**config.mk**
```make
export PLATFORM = sky130hd
export DESIGN_NAME = router_pkt_tx
export DESIGN_NICKNAME = d
export VERILOG_FILES = /design/src/rtl/router_pkt_tx.sv
export SDC_FILE = /design/constraint.sdc
export NUM_CORES = 1
export LEC_CHECK = 0
export ABC_AREA = 0
export BUFFER_PORTS_ARGS = -buffer_cell sky130_fd_sc_hd__buf_2
export CORE_UTILIZATION = 53
export CTS_CLUSTER_SIZE = 30
export DETAILED_ROUTE_END_ITERATION = 16
export GPL_ROUTABILITY_DRIVEN = 0
export HOLD_SLACK_MARGIN = 0.12
export PLACE_DENSITY = 0.69
export SETUP_SLACK_MARGIN = 0.2
export SYNTH_ARGS = -nofsm -noshare
export SYNTH_HDL_FRONTEND = slang
export SYNTH_SLANG_ARGS = --single-unit
```
**constraint.sdc**
```tcl
create_clock -name clk -period 6.6 [get_ports clk]
set_input_delay 0.66 -clock clk [delete_from_list [all_inputs] [get_ports clk]]
set_output_delay 0.66 -clock clk [all_outputs]
set_load 0.05 [all_outputs]
```
**src/rtl/router_pkt_tx.sv**
```systemverilog
// Router input-port packet transmitter: buffers a whole payload from an FWFT byte source,
// then streams header, payload and parity so pkt_valid never drops mid-packet.
module router_pkt_tx #(
  parameter int unsigned LEN_W = 6,
  parameter int unsigned DEPTH = 64
) (
  input  logic             clk,
  input  logic             reset,
  input  logic             start,
  input  logic [1:0]       dest_addr,
  input  logic [LEN_W-1:0] payload_len,
  input  logic [7:0]       pl_data,
  input  logic             pl_empty,
  output logic             pl_rd,
  input  logic             busy,
  output logic [7:0]       data_in,
  output logic             pkt_valid,
  output logic             tx_idle,
  output logic             done,
  output logic             start_err
);

  typedef enum logic [2:0] {StIdle, StLoad, StHeader, StPayload, StParity} state_e;

  state_e           state_q, state_d;
  logic [LEN_W-1:0] len_q, len_d;
  logic [1:0]       addr_q, addr_d;
  logic [7:0]       parity_q, parity_d;
  logic [LEN_W-1:0] wr_cnt_q, wr_cnt_d;
  logic [LEN_W-1:0] rd_cnt_q, rd_cnt_d;
  logic [7:0]       data_q, data_d;
  logic             valid_q, valid_d;
  logic             done_q, done_d;
  logic             err_q, err_d;
  logic [7:0]       hdr;
  logic [7:0]       mem_q [DEPTH];

  assign hdr       = {len_q, addr_q};
  assign data_in   = data_q;
  assign pkt_valid = valid_q;
  assign tx_idle   = (state_q == StIdle);
  assign done      = done_q;
  assign start_err = err_q;

  always_comb begin
    state_d  = state_q;
    len_d    = len_q;
    addr_d   = addr_q;
    parity_d = parity_q;
    wr_cnt_d = wr_cnt_q;
    rd_cnt_d = rd_cnt_q;
    data_d   = data_q;
    valid_d  = valid_q;
    done_d   = 1'b0;
    err_d    = 1'b0;
    pl_rd    = 1'b0;
    unique case (state_q)
      StIdle: begin
        if (start) begin
          if (payload_len == '0 || dest_addr == 2'd3) begin
            err_d = 1'b1;
          end else begin
            len_d    = payload_len;
            addr_d   = dest_addr;
            parity_d = {payload_len, dest_addr};
            wr_cnt_d = '0;
            rd_cnt_d = '0;
            state_d  = StLoad;
          end
        end
      end
      StLoad: begin
        if (!pl_empty) begin
          pl_rd    = 1'b1;
          parity_d = parity_q ^ pl_data;
          wr_cnt_d = wr_cnt_q + LEN_W'(1);
          // Header goes out on the same edge the last payload byte is buffered.
          if (wr_cnt_q == len_q - LEN_W'(1)) begin
            data_d  = hdr;
            valid_d = 1'b1;
            state_d = StHeader;
          end
        end
      end
      StHeader: begin
        if (!busy) begin
          data_d   = mem_q[rd_cnt_q];
          rd_cnt_d = rd_cnt_q + LEN_W'(1);
          state_d  = StPayload;
        end
      end
      StPayload: begin
        if (!busy) begin
          // rd_cnt counts bytes already put on data_in; len means the last one was just taken.
          if (rd_cnt_q == len_q) begin
            data_d  = parity_q;
            valid_d = 1'b0;
            state_d = StParity;
          end else begin
            data_d   = mem_q[rd_cnt_q];
            rd_cnt_d = rd_cnt_q + LEN_W'(1);
          end
        end
      end
      StParity: begin
        if (!busy) begin
          done_d  = 1'b1;
          data_d  = 8'h00;
          state_d = StIdle;
        end
      end
      default: state_d = StIdle;
    endcase
  end

  always_ff @(posedge clk or negedge reset) begin
    if (!reset) begin
      state_q  <= StIdle;
      len_q    <= '0;
      addr_q   <= '0;
      parity_q <= '0;
      wr_cnt_q <= '0;
      rd_cnt_q <= '0;
      data_q   <= '0;
      valid_q  <= 1'b0;
      done_q   <= 1'b0;
      err_q    <= 1'b0;
    end else begin
      state_q  <= state_d;
      len_q    <= len_d;
      addr_q   <= addr_d;
      parity_q <= parity_d;
      wr_cnt_q <= wr_cnt_d;
      rd_cnt_q <= rd_cnt_d;
      data_q   <= data_d;
      valid_q  <= valid_d;
      done_q   <= done_d;
      err_q    <= err_d;
    end
  end

  // Payload storage needs no reset; it is always written before it is read.
  always_ff @(posedge clk) begin
    if (pl_rd) begin
      mem_q[wr_cnt_q] <= pl_data;
    end
  end

endmodule

```
### After elaboration in Yosys (flattened, before gate mapping)

Memories as Yosys holds them, arrays and structs flattened.
Cells that the tools add are included.

* memory bits (read-only): 0
* output and inout port bits: 13
* RAM bits: 512
* register bits after elaboration: 42
* word-level logic and storage cells: 87
* memories: 1
* input bits: 21
* latch bits: 0

Memories
* mem_q: depth 64, bits a word 8, rd ports 1, clocked after memory_dff 0, wr ports 1, RTL line 36 `logic [7:0] mem_q [DEPTH];`

* multiplexer cells: 42
* shift-type cells: 0
* equality and inequality tests: 16
* div/mod/pow operators: 0
* magnitude comparators: 0
* bitwise logic cells: 2
* multiply operators: 0
* reduce and logical (&&, ||, !) cells: 13
* $add $sub $neg: 3

Operators by type and width (number)
* $mux W8: 9
* $mux W6: 6
* $pmux W8 S4: 1
* $mux W3: 8
* $ne A2 B2 Y1 const B: 9
* $pmux W6 S3: 1
* $pmux W8 S2: 1
* $pmux W3 S5: 1
* $mux W1: 13
* $add A6 B1 Y6 const B: 2
* $eq A6 B6 Y1: 2
* $pmux W6 S2: 1
* $reduce_and A6 Y1: 2
* $reduce_and A8 Y1: 1
* $xor A8 B8 Y8: 1
* $eq A3 B2 Y1 const B: 2
* $logic_not A6 Y1: 1
* $sub A6 B1 Y6 const B: 1
* $reduce_and A5 Y1: 1
* $reduce_and A4 Y1: 1
* $reduce_bool A2 Y1: 2
* $reduce_bool A4 Y1: 1
* $eq A3 B1 Y1 const B: 1
* $eq A3 B3 Y1 const B: 1
* 7 further kinds: 7

### Longest topological paths before layout

Gate-level depths: netlist (run 1).

* depth after elaboration: 5
* mapped depth: 11
* mapped depth without buffers: 8

### Least setup slack after synthesis (run 1)

Ideal clock, no wire load.

* path kind: flip-flop to flip-flop
* start: reg state_q[0]
* end: mem mem_q[59][0] (enable)
* clock period less this slack: 3.126 ns
* setup slack: 3.474 ns
* data arrival time: 2.756 ns
* path buffers: 1
* stages on the path, launching flop included: 8
* data required time: 6.230 ns
* library setup time: 0.370 ns
* cells stage by stage: dfrtp_1 clkbuf_2 or3b_2 nor2_1 inv_1 nor2_1 nand3_1 nor2_1

* cells in the longest elaborated chain, start to end: 4

Ends and longest elaborated chain
* start: declaration: RTL line 25 `state_e state_q, state_d;`
* start signal: assignment: RTL line 118 `state_q <= StIdle;`
* start signal: assignment: RTL line 129 `state_q <= state_d;`
* $eq A3 B1 Y1: RTL line 57 `unique case (state_q)`
* $mux W1: RTL line 57
* net pl_rd: RTL line 14 `output logic pl_rd,`
* $mux W1: RTL line 144 `if (pl_rd) begin`
* $mux W1 (not written as such): RTL line 145 `mem_q[wr_cnt_q] <= pl_data;`
* end: declaration: RTL line 36

The timed path passes the listed nets, and every way through them passes these cells.

### Final worst setup path (run 1)

* start: reg rd_cnt_q[2]
* end: reg data_q[6], in the netlist data_in[6]

* cells in the longest elaborated chain, start to end: 4
* elaborated cells between the ends (all ways): 6
* those cells by class: eq/ne: 1; mux: 4; memory: 1

Ends and longest elaborated chain
* start: declaration: RTL line 30 `logic [LEN_W-1:0] rd_cnt_q, rd_cnt_d;`
* start signal: assignment: RTL line 134 `rd_cnt_q <= rd_cnt_d;`
* $mem_v2 Z64 W8 / $eq A6 B6 Y1 (equally long branches)
* $mux W8: RTL line 95 `if (rd_cnt_q == len_q) begin`
* $mux W8: RTL line 93 `if (!busy) begin`
* $pmux W8 S4 (*): RTL line 57
* end signal: assignment: RTL line 135 `data_q <= data_d;`
* end: declaration: RTL line 31 `logic [7:0] data_q, data_d;`

Mark *: on every way between the ends. The rest lies on a longest branch, timed or not. The select of a mux whose other input is x is not followed.
A chain may end at the register's enable or synchronous reset.

==> results.sh, run 1 <==
export IMPL_cp_arrival_ns=4.22
export IMPL_die_area_um2=43200
export IMPL_tightest_slew_ns=1.29
export IMPL_crit_slowest_cell="nor2b_1"
export IMPL_rows=75
export IMPL_finalHoldViolCount=0
export IMPL_crit_type="flop to flop"
export IMPL_relSlewSlack_pct=13.9
export IMPL_endpoint_kind="flop"
export IMPL_max_freq_ghz=0.264
export IMPL_placed_cell_area_um2=23000
export IMPL_run_status="complete, no violations"
export IMPL_cts_sinks=554
export IMPL_syn_area_um2=22400
export IMPL_vias=11700
export IMPL_whs_ns=0.239
export IMPL_areaGrowthSynthToFinish_pct=9.62
export IMPL_grtUsageMet3_pct=4.07
export IMPL_htreeDepth=2
export IMPL_fin_crit_ns=3.78
export IMPL_layout_drive_gt1_share_pct=15.9
export IMPL_grt_max_degree=67
export IMPL_post_drt_via_cell_ratio=6.27
export IMPL_drcViolationCount=0
export IMPL_start_util_pct=53.6
export IMPL_path_max_fanout=47
export IMPL_drv_cap=0
export IMPL_ys_ff_latch=554
export IMPL_required_ns=7.04
export IMPL_track_usage_pct=24.5
export IMPL_drtIter0Drc=1399
export IMPL_die_width_um=208
export IMPL_fin_worst_skew_ns=0.0282
export IMPL_finalSetupTns_ns=0
export IMPL_setup_violations=0
export IMPL_syn_num_nets=1292
export IMPL_stdcell_area_um2=24600
export IMPL_postSynth_asyncResetShare_pct=7.58
export IMPL_top_usage_layer="met2"
export IMPL_grt_overflow=0
export IMPL_post_route_period_util_pct=57.3
export IMPL_synth_edf_count=512
export IMPL_synth_largest_area_cell="edfxtp_1"
export IMPL_ys_seq_area_share_pct=73.2
export IMPL_worstPathCellList="buf_4 > nor2b_1 > a22oi_1 > nand3_1 > nand4_1 > a21oi_1 > a222oi_1"
export IMPL_wl_per_cell_um=27.5
export IMPL_start_kind="flop"
export IMPL_core_region_area_um2=41900
export IMPL_synth_warnings=0
export IMPL_p_leak_nw=8.13
export IMPL_antenna_found_initial=0
export IMPL_insertedDiodeCount=0
export IMPL_ff2ff_path_depth=7
export IMPL_drtAntennaViolNets=0
export IMPL_num_nets_final=1321
export IMPL_total_power_mw=9.82
export IMPL_firstDrtPassIters=5
export IMPL_cts_tree="done"
export IMPL_die_h_um=208
export IMPL_ys_flop_type="edfxtp_1"
export IMPL_ir_worst_vdd_uv=329
export IMPL_hold_buffers=0
export IMPL_netlist_instances=1268
export IMPL_hpwlAfterDp_um=31500
export IMPL_cts_reportedPaths_clkPinSlew_ns=0.07
export IMPL_cts_buffers=54
export IMPL_clk_latency_ns=0.60
export IMPL_grt_met2_usage_pct=39.2
export IMPL_powerDensity_nw_per_um2=399
export IMPL_ctsResizeCount=0
export IMPL_grt_pass1_vias=11700
export IMPL_cts_setup_buffers=0
export IMPL_final_cell_mix="512 x edfxtp_1, 131 x mux2i_1, 87 x nor2_1"
export IMPL_synthTopCellsByArea="edfxtp_1 69%, mux4_2 8.0%, mux2i_1 5.8%"
export IMPL_grt_pass1_wl_um=76900
export IMPL_syn_area_per_cell_um2=17.7
export IMPL_cts_root_buf="clkbuf_16"
export IMPL_port_buffers=33
export IMPL_hold_path_class="input port to async pin"
export IMPL_cts_buffer_depth=3
export IMPL_grtUsageMet1_pct=35.2
export IMPL_synth_top_cell_area_share_pct=68.5
export IMPL_final_common_cell="edfxtp_1"
export IMPL_io_pin_count=34
export IMPL_rsz0062_at_grt="false"
export IMPL_slew_violations=0
export IMPL_wl_um=51500
export IMPL_utilization_pct=58.8
export IMPL_slowest_delay_ns=0.97
export IMPL_yosysUniqueCellTypes=59
-- routing by layer --
metal	vias to the layer above	routed length (um)
li1	5077	-
met1	5991	20900
met2	599	24800
met3	81	4420
met4	0	1310
met5	-	0
-- stage by stage --
stage / worst slack [ns] / std cells
2_1_floorplan: 3.47 / 1268
3_3_place_gp: 2.91 / 1780
3_5_place_dp: 2.82 / 1780
4_1_cts: 2.82 / 1874
5_1_grt: 2.60 / 1874
6_report: 2.82 / 1874
-- critical path: cells and delay by family, from the launching register on --
| family | cells | cell delay [ns] |
|---|---|---|
| AOI/OAI and AO/OA | 3 | 0.63 |
| buffers and inverters | 1 | 0.73 |
| DFF | 1 | 0.82 |
| and+or+nand+nor | 3 | 1.43 |
-- synthesized netlist by cell type (all sizes together), types with 2 or more instances --
| cell type | number |
|---|---|
| nand4 | 12 |
| edfxtp | 512 |
| ha | 3 |
| xnor2 | 9 |
| nand2 | 36 |
| mux4 | 80 |
| nor4 | 2 |
| or3b | 2 |
| and2 | 6 |
| nand3b | 4 |
| mux2i | 131 |
| dfrtp | 42 |
| inv | 32 |
| xor2 | 10 |
| o21ai | 31 |
| a22oi | 65 |
| o31ai | 2 |
| nor2b | 14 |
| and3 | 4 |
| buf | 47 |
| o221ai | 6 |
| a21oi | 17 |
| nor2 | 88 |
| nand3 | 48 |
| clkinv | 3 |
| a222oi | 2 |
| nor3 | 3 |
| a221oi | 12 |
| clkbuf | 27 |
-- final timing paths --
path / slack [ns] / endpoint / start
setup / recovery: 2.82 / data_in[6] / rd_cnt_q[2]
hold / removal: 0.24 / data_in[7] / reset
setup reg to reg: 2.82 / data_in[6] / rd_cnt_q[2]
hold reg to reg: 0.56 / parity_q[6] / parity_q[6]
max in group asynchronous: 5.58 / rd_cnt_q[2] / reset
min in group clk: 0.30 / mem_q[55][7] / pl_data[7]
-- cell type report --
class,instances,area (um^2)
multi-input combinational,605,5440
inverter,35,131
tap,539,674
timing repair buffer,47,270
sequential,554,16400
clock buffer,64,1410
clock inverter,30,233
fill,3140,17300
-- logic make-up (layout without fill, tap and decap cells) --
family / Yosys count / in the layout / synth area share (%)
fa+ha+maj: 3 / 3 / 0.167
simple gates: 224 / 224 / 4.70
compound gates: 147 / 147 / 4.72
buf+inv: 109 / 176 / 2.54
mux: 212 / 212 / 13.9
xor+xnor: 19 / 19 / 0.742
flops: 554 / 554 / 73.2
-- flip-flops by register name, summed over array words and instances, names as in the netlist --
name and cells:
state_q 3, parity_q 8, wr_cnt_q 6, addr_q 2, rd_cnt_q 6, data_in 8, mem_q 512, done 1
pkt_valid 1, len_q 6, start_err 1
-- power by group --
| part | internal [mW] | switching (mW) | leakage, nW |
|---|---|---|---|
| Clock | 1.66 | 1.23 | 0.799 |
| Combinational | 1.12 | 1.53 | 2.23 |
| Sequential | 3.96 | 0.307 | 5.11 |
| Total | 6.74 | 3.08 | 8.13 |
Note: power is estimated with default switching activity, not from simulation.
==> run 2: changes to the inputs <==
- clock period: 6.6 -> 3.83 ns (I/O delays scaled with it)
==> results.sh, run 2 (synthesis gave the netlist of run 1 again) <==
export IMPL_run_status="complete, no violations"
export IMPL_insertedDiodeCount=0
export IMPL_stdcell_area_um2=25300
export IMPL_die_width_um=208
export IMPL_ff_latch_area_um2=16400
export IMPL_final_common_cell="edfxtp_1"
export IMPL_fin_worst_skew_ns=0.0275
export IMPL_p_switching_mw=5.39
export IMPL_clk_latency_ns=0.61
export IMPL_final_cell_mix="512 x edfxtp_1, 131 x mux2i_1, 87 x nor2_1"
export IMPL_grt_pass1_vias=12100
export IMPL_max_freq_ghz=0.299
export IMPL_firstDrtPassIters=7
export IMPL_io_pin_count=34
export IMPL_layout_drive_gt1_share_pct=19.9
export IMPL_utilization_pct=60.6
export IMPL_cts_sinks=554
export IMPL_grt_max_degree=75
export IMPL_total_power_mw=17.5
export IMPL_grt_pass1_wl_um=76300
export IMPL_finalSetupTns_ns=0
export IMPL_core_region_area_um2=41900
export IMPL_endpoint_kind="flop"
export IMPL_fin_crit_ns=3.34
export IMPL_areaGrowthSynthToFinish_pct=12.9
export IMPL_drcViolationCount=0
export IMPL_ir_worst_vdd_uv=619
export IMPL_die_area_um2=43200
export IMPL_grt_overflow=0
export IMPL_slowest_delay_ns=0.71
export IMPL_start_util_pct=53.6
export IMPL_cts_reportedPaths_clkPinSlew_ns=0.07
export IMPL_switching_share_pct=30.9
export IMPL_path_delay_family="simple AND/OR/NAND/NOR gates"
export IMPL_drtIter0Drc=1252
export IMPL_p_seq_share_pct=41.8
export IMPL_port_buffers=33
export IMPL_cts_setup_buffers=0
export IMPL_p_leak_nw=8.58
export IMPL_post_drt_via_cell_ratio=6.15
export IMPL_vias=12000
export IMPL_start_kind="flop"
export IMPL_crit_type="flop to flop"
export IMPL_antenna_found_initial=0
export IMPL_wl_um=51200
export IMPL_cts_root_buf="clkbuf_16"
export IMPL_finalHoldViolCount=0
export IMPL_path_max_fanout=12
export IMPL_dp_cells=1836
export IMPL_p_int_mw=12.1
export IMPL_track_usage_pct=24.2
export IMPL_p_clk_share_pct=31.0
export IMPL_wl_per_cell_um=26.3
export IMPL_slew_violations=0
export IMPL_hold_buffers=11
export IMPL_crit_slowest_cell="nor2_1"
export IMPL_largest_reg_flops=512
export IMPL_ctsResizeCount=0
export IMPL_die_h_um=208
export IMPL_multi_input_comb_area_um2=5440
export IMPL_setup_violations=0
export IMPL_cts_buffer_depth=3
export IMPL_drtAntennaViolNets=0
export IMPL_num_nets_final=1388
export IMPL_hpwlAfterDp_um=32200
export IMPL_rsz0062_at_grt="false"
export IMPL_required_ns=4.05
export IMPL_post_route_period_util_pct=87.3
export IMPL_htreeDepth=2
export IMPL_cts_tree="done"
export IMPL_rows=75
export IMPL_cp_arrival_ns=3.56
export IMPL_tightest_slew_ns=1.07
export IMPL_drv_cap=0
export IMPL_relSlewSlack_pct=28.4
export IMPL_combPwrFrac_pct=27.2
export IMPL_hold_path_class="input port to flop"
export IMPL_largest_register="mem_q"
export IMPL_path_buf_inv=1
export IMPL_cts_buffers=54
export IMPL_placed_cell_area_um2=23400
export IMPL_powerDensity_nw_per_um2=689
export IMPL_stdcell_count=1948
export IMPL_fillCellCount=3056
export IMPL_cpMostUsedCell="nor2_1"
export IMPL_worstPathCellList="or3b_2 > nor2_1 > inv_1 > nor2_1 > nand2_1 > nor2_1"
==> run 2: cell types whose count changed in the layout (fill, tap and decap cells not counted), sizes merged <==
cell         before  now
clkinvlp          1    2
dlygate4sd3       0   11
bufinv            4    7
buf              47  103
clkbuf           64   73
clkinv           27   21
==> run 2: cell type report <==
| class | instances | area share [%] |
|---|---|---|
| inverters | 35 | 0.518 |
| clock buffers | 73 | 5.98 |
| clock inverters | 28 | 1.24 |
| well taps | 539 | 2.66 |
| multi-input cells | 605 | 21.5 |
| repair buffers | 114 | 3.26 |
| flip-flops and latches | 554 | 64.9 |
==> run 2: worst register-to-register path, cell delays in order, from the launching register on <==
cell,delay (ns)
dfrtp_1,0.50
or3b_2,0.68
nor2_1,0.30
inv_1,0.11
nor2_1,0.21
nand2_1,0.44
nor2_1,0.71
==> run 2: stage by stage <==
stage | worst slack (ns) | hold slack [ns]
finish | 0.486 | 0.212
global route | 0.346 | 0.220
CTS | 0.549 | 0.197
detailed placement | 0.554 | 0.531
global placement | 0.611 | 0.527
floorplan | 0.704 | 0.0874
==> run 2: final timing paths <==
path                               end  slack (ns)  startpoint  cells past startpoint
max                        mem_q[2][5]        0.49  state_q[2]                      6
min                        wr_cnt_q[1]        0.21    pl_empty                      4
max reg2reg                mem_q[2][5]        0.49  state_q[2]                      6
min reg2reg                 data_in[0]        0.54   addr_q[0]                      2
max in group asynchronous  rd_cnt_q[1]        2.59       reset                      2
min in group asynchronous   data_in[3]        0.50       reset                      2
==> run 2: routing by layer <==
metal  part of all wire (%)  wire length [um]  global-route usage, %
met2                     47             24000                   37.4
met1                     43             21800                   35.5
met3                    7.9              4040                   3.89
met4                    2.6              1330                   7.94
met5                      0                 0                      0
==> run 2: power by group through the flow <==
stage	Sequential (mW)	Combinational, mW	Clock, mW
finish	7.30	4.75	5.41
CTS	7.29	4.72	5.50
detailed placement	7.42	4.68	0
floorplan	7.20	3.61	0
global route	7.33	5.03	5.72
global placement	7.40	4.65	0
==> run 3: changes to the inputs <==
- GPL_TIMING_DRIVEN: unset -> 0
==> results.sh, run 3 (synthesis gave the netlist of run 1 again) <==
export IMPL_run_status="complete, no violations"
export IMPL_whs_ns=0.201
export IMPL_fin_crit_ns=3.77
export IMPL_wl_um=53000
export IMPL_cts_buffers=52
export IMPL_p_leak_nw=8.37
export IMPL_grt_pass1_wl_um=78300
export IMPL_drv_cap=0
export IMPL_insertedDiodeCount=0
export IMPL_die_area_um2=43200
export IMPL_rsz0062_at_grt="true"
export IMPL_stdcell_count=1947
export IMPL_path_max_fanout=9
export IMPL_setup_slack_ns=0.0591
export IMPL_layout_drive_gt1_share_pct=18.1
export IMPL_cp_arrival_ns=3.97
export IMPL_setup_violations=0
export IMPL_drtIter0Drc=1371
export IMPL_crit_slowest_cell="nor2_1"
export IMPL_drcViolationCount=0
export IMPL_cts_sinks=554
export IMPL_cts_root_buf="clkbuf_16"
export IMPL_core_region_area_um2=41900
export IMPL_io_pin_count=34
export IMPL_grt_overflow=0
export IMPL_crit_type="flop to flop"
export IMPL_endpoint_kind="flop"
export IMPL_stdcell_area_um2=25100
export IMPL_drtAntennaViolNets=0
export IMPL_dp_cells=1839
export IMPL_cts_setup_buffers=0
export IMPL_final_common_cell="edfxtp_1"
export IMPL_cts_buffer_depth=3
export IMPL_firstDrtPassIters=5
export IMPL_hpwlAfterDp_um=34100
export IMPL_worstPathCellList="clkbuf_2 > or3b_2 > nor2_1 > inv_1 > nor2_1 > nand3_1 > nor2_1"
export IMPL_grt_max_degree=67
export IMPL_finalHoldViolCount=0
export IMPL_path_delay_family="simple AND/OR/NAND/NOR gates"
export IMPL_required_ns=4.03
export IMPL_largest_reg_flops=512
export IMPL_cts_reportedPaths_clkPinSlew_ns=0.06
export IMPL_max_freq_ghz=0.265
export IMPL_ir_worst_vdd_uv=632
export IMPL_die_width_um=208
export IMPL_relSlewSlack_pct=5.01
export IMPL_fin_worst_skew_ns=0.0167
export IMPL_slew_violations=0
export IMPL_htreeDepth=2
export IMPL_post_drt_via_cell_ratio=6.22
export IMPL_cts_tree="done"
export IMPL_tightest_slew_ns=1.42
export IMPL_largest_register="mem_q"
export IMPL_port_buffers=32
export IMPL_final_cell_mix="512 x edfxtp_1, 131 x mux2i_1, 80 x mux4_2"
export IMPL_post_route_period_util_pct=98.5
export IMPL_areaGrowthSynthToFinish_pct=11.7
export IMPL_dp_slack_ns=0.196
export IMPL_start_util_pct=53.6
export IMPL_grt_pass1_vias=11900
export IMPL_vias=12100
export IMPL_powerDensity_nw_per_um2=701
export IMPL_num_nets_final=1388
export IMPL_path_buf_inv=2
export IMPL_wl_per_cell_um=27.2
export IMPL_rows=75
export IMPL_placed_cell_area_um2=23300
export IMPL_track_usage_pct=25.0
export IMPL_clk_latency_ns=0.58
export IMPL_start_kind="flop"
export IMPL_die_h_um=208
export IMPL_hold_path_class="input port to flop"
export IMPL_slowest_delay_ns=0.92
export IMPL_antenna_found_initial=1
export IMPL_cpMostUsedCell="nor2_1"
==> run 3: changes by cell type in the layout (fill, tap and decap cells not counted), moves of 5 or more <==
cell / change
buf_1: +8
buf_2: +13
buf_4: -51
buf_6: +6
clkbuf_1: +20
clkbuf_16: -5
clkinv_1: +7
nor2_1: -13
nor2_2: +13
==> run 3: final cells by class <==
type	count	area (um^2)
Inverter	35	131
Clock buffer	61	1340
Buffer	74	440
Multi-Input combinational cell	605	5480
Fill cell	3037	16800
Sequential cell	554	16400
Tap cell	539	674
Clock inverter	37	325
Timing Repair Buffer	42	260
==> run 3: where the power goes <==
part	internal (mW)	total, mW	switching [mW]
Combinational	2.19	5.60	3.41
Clock	2.84	5.03	2.19
Sequential	6.81	6.95	0.139
==> run 3: worst paths after layout <==
check / start / slack, ns / depth (start not counted) / to
worst min-delay path: pl_empty / 0.20 / 4 / wr_cnt_q[1]
worst min register to register: data_in[7] / 0.54 / 2 / data_in[7]
max in group asynchronous: reset / 2.75 / 2 / wr_cnt_q[1]
worst max register to register: state_q[0] / 0.06 / 7 / mem_q[43][6]
worst max-delay path: state_q[0] / 0.06 / 7 / mem_q[43][6]
min in group asynchronous: reset / 0.49 / 2 / data_in[7]
==> run 3: timing repair <==
action / in CTS / in global routing
hold buffers: 10 / 0
gates cloned: 0 / 0
endpoints found under the setup margin: 10 / 110
gates resized for setup: 0 / 15
endpoints found under the hold margin: 51 / 0
==> run 3: stage by stage <==
| stage | power (mW) | setup TNS, ns | utilization, % |
|---|---|---|---|
| 6_report | 17.6 | 0 | 59.9 |
| 5_1_grt | 18.2 | -0.0000888 | 59.9 |
| 4_1_cts | 17.6 | 0 | 59.8 |
| 3_5_place_dp | 12.6 | 0 | 55.6 |
| 3_3_place_gp | 12.6 | 0 | 55.6 |
| 2_1_floorplan | 10.8 | 0 | - |
==> run 3: worst reg2reg max path: stages, from the launching register on <==
cell and delay (ns):
dfrtp_1 0.32, clkbuf_2 0.18, or3b_2 0.53, nor2_1 0.39
inv_1 0.14, nor2_1 0.26, nand3_1 0.63, nor2_1 0.92
==> run 3: layer usage <==
layer | up-vias | share of wire, % | track usage (%)
met5 | - | 0 | 0
met2 | 551 | 47 | 39.4
met1 | 6246 | 42 | 36.3
met3 | 88 | 7.8 | 4.13
met4 | 0 | 2.8 | 7.36
li1 | 5234 | - | -
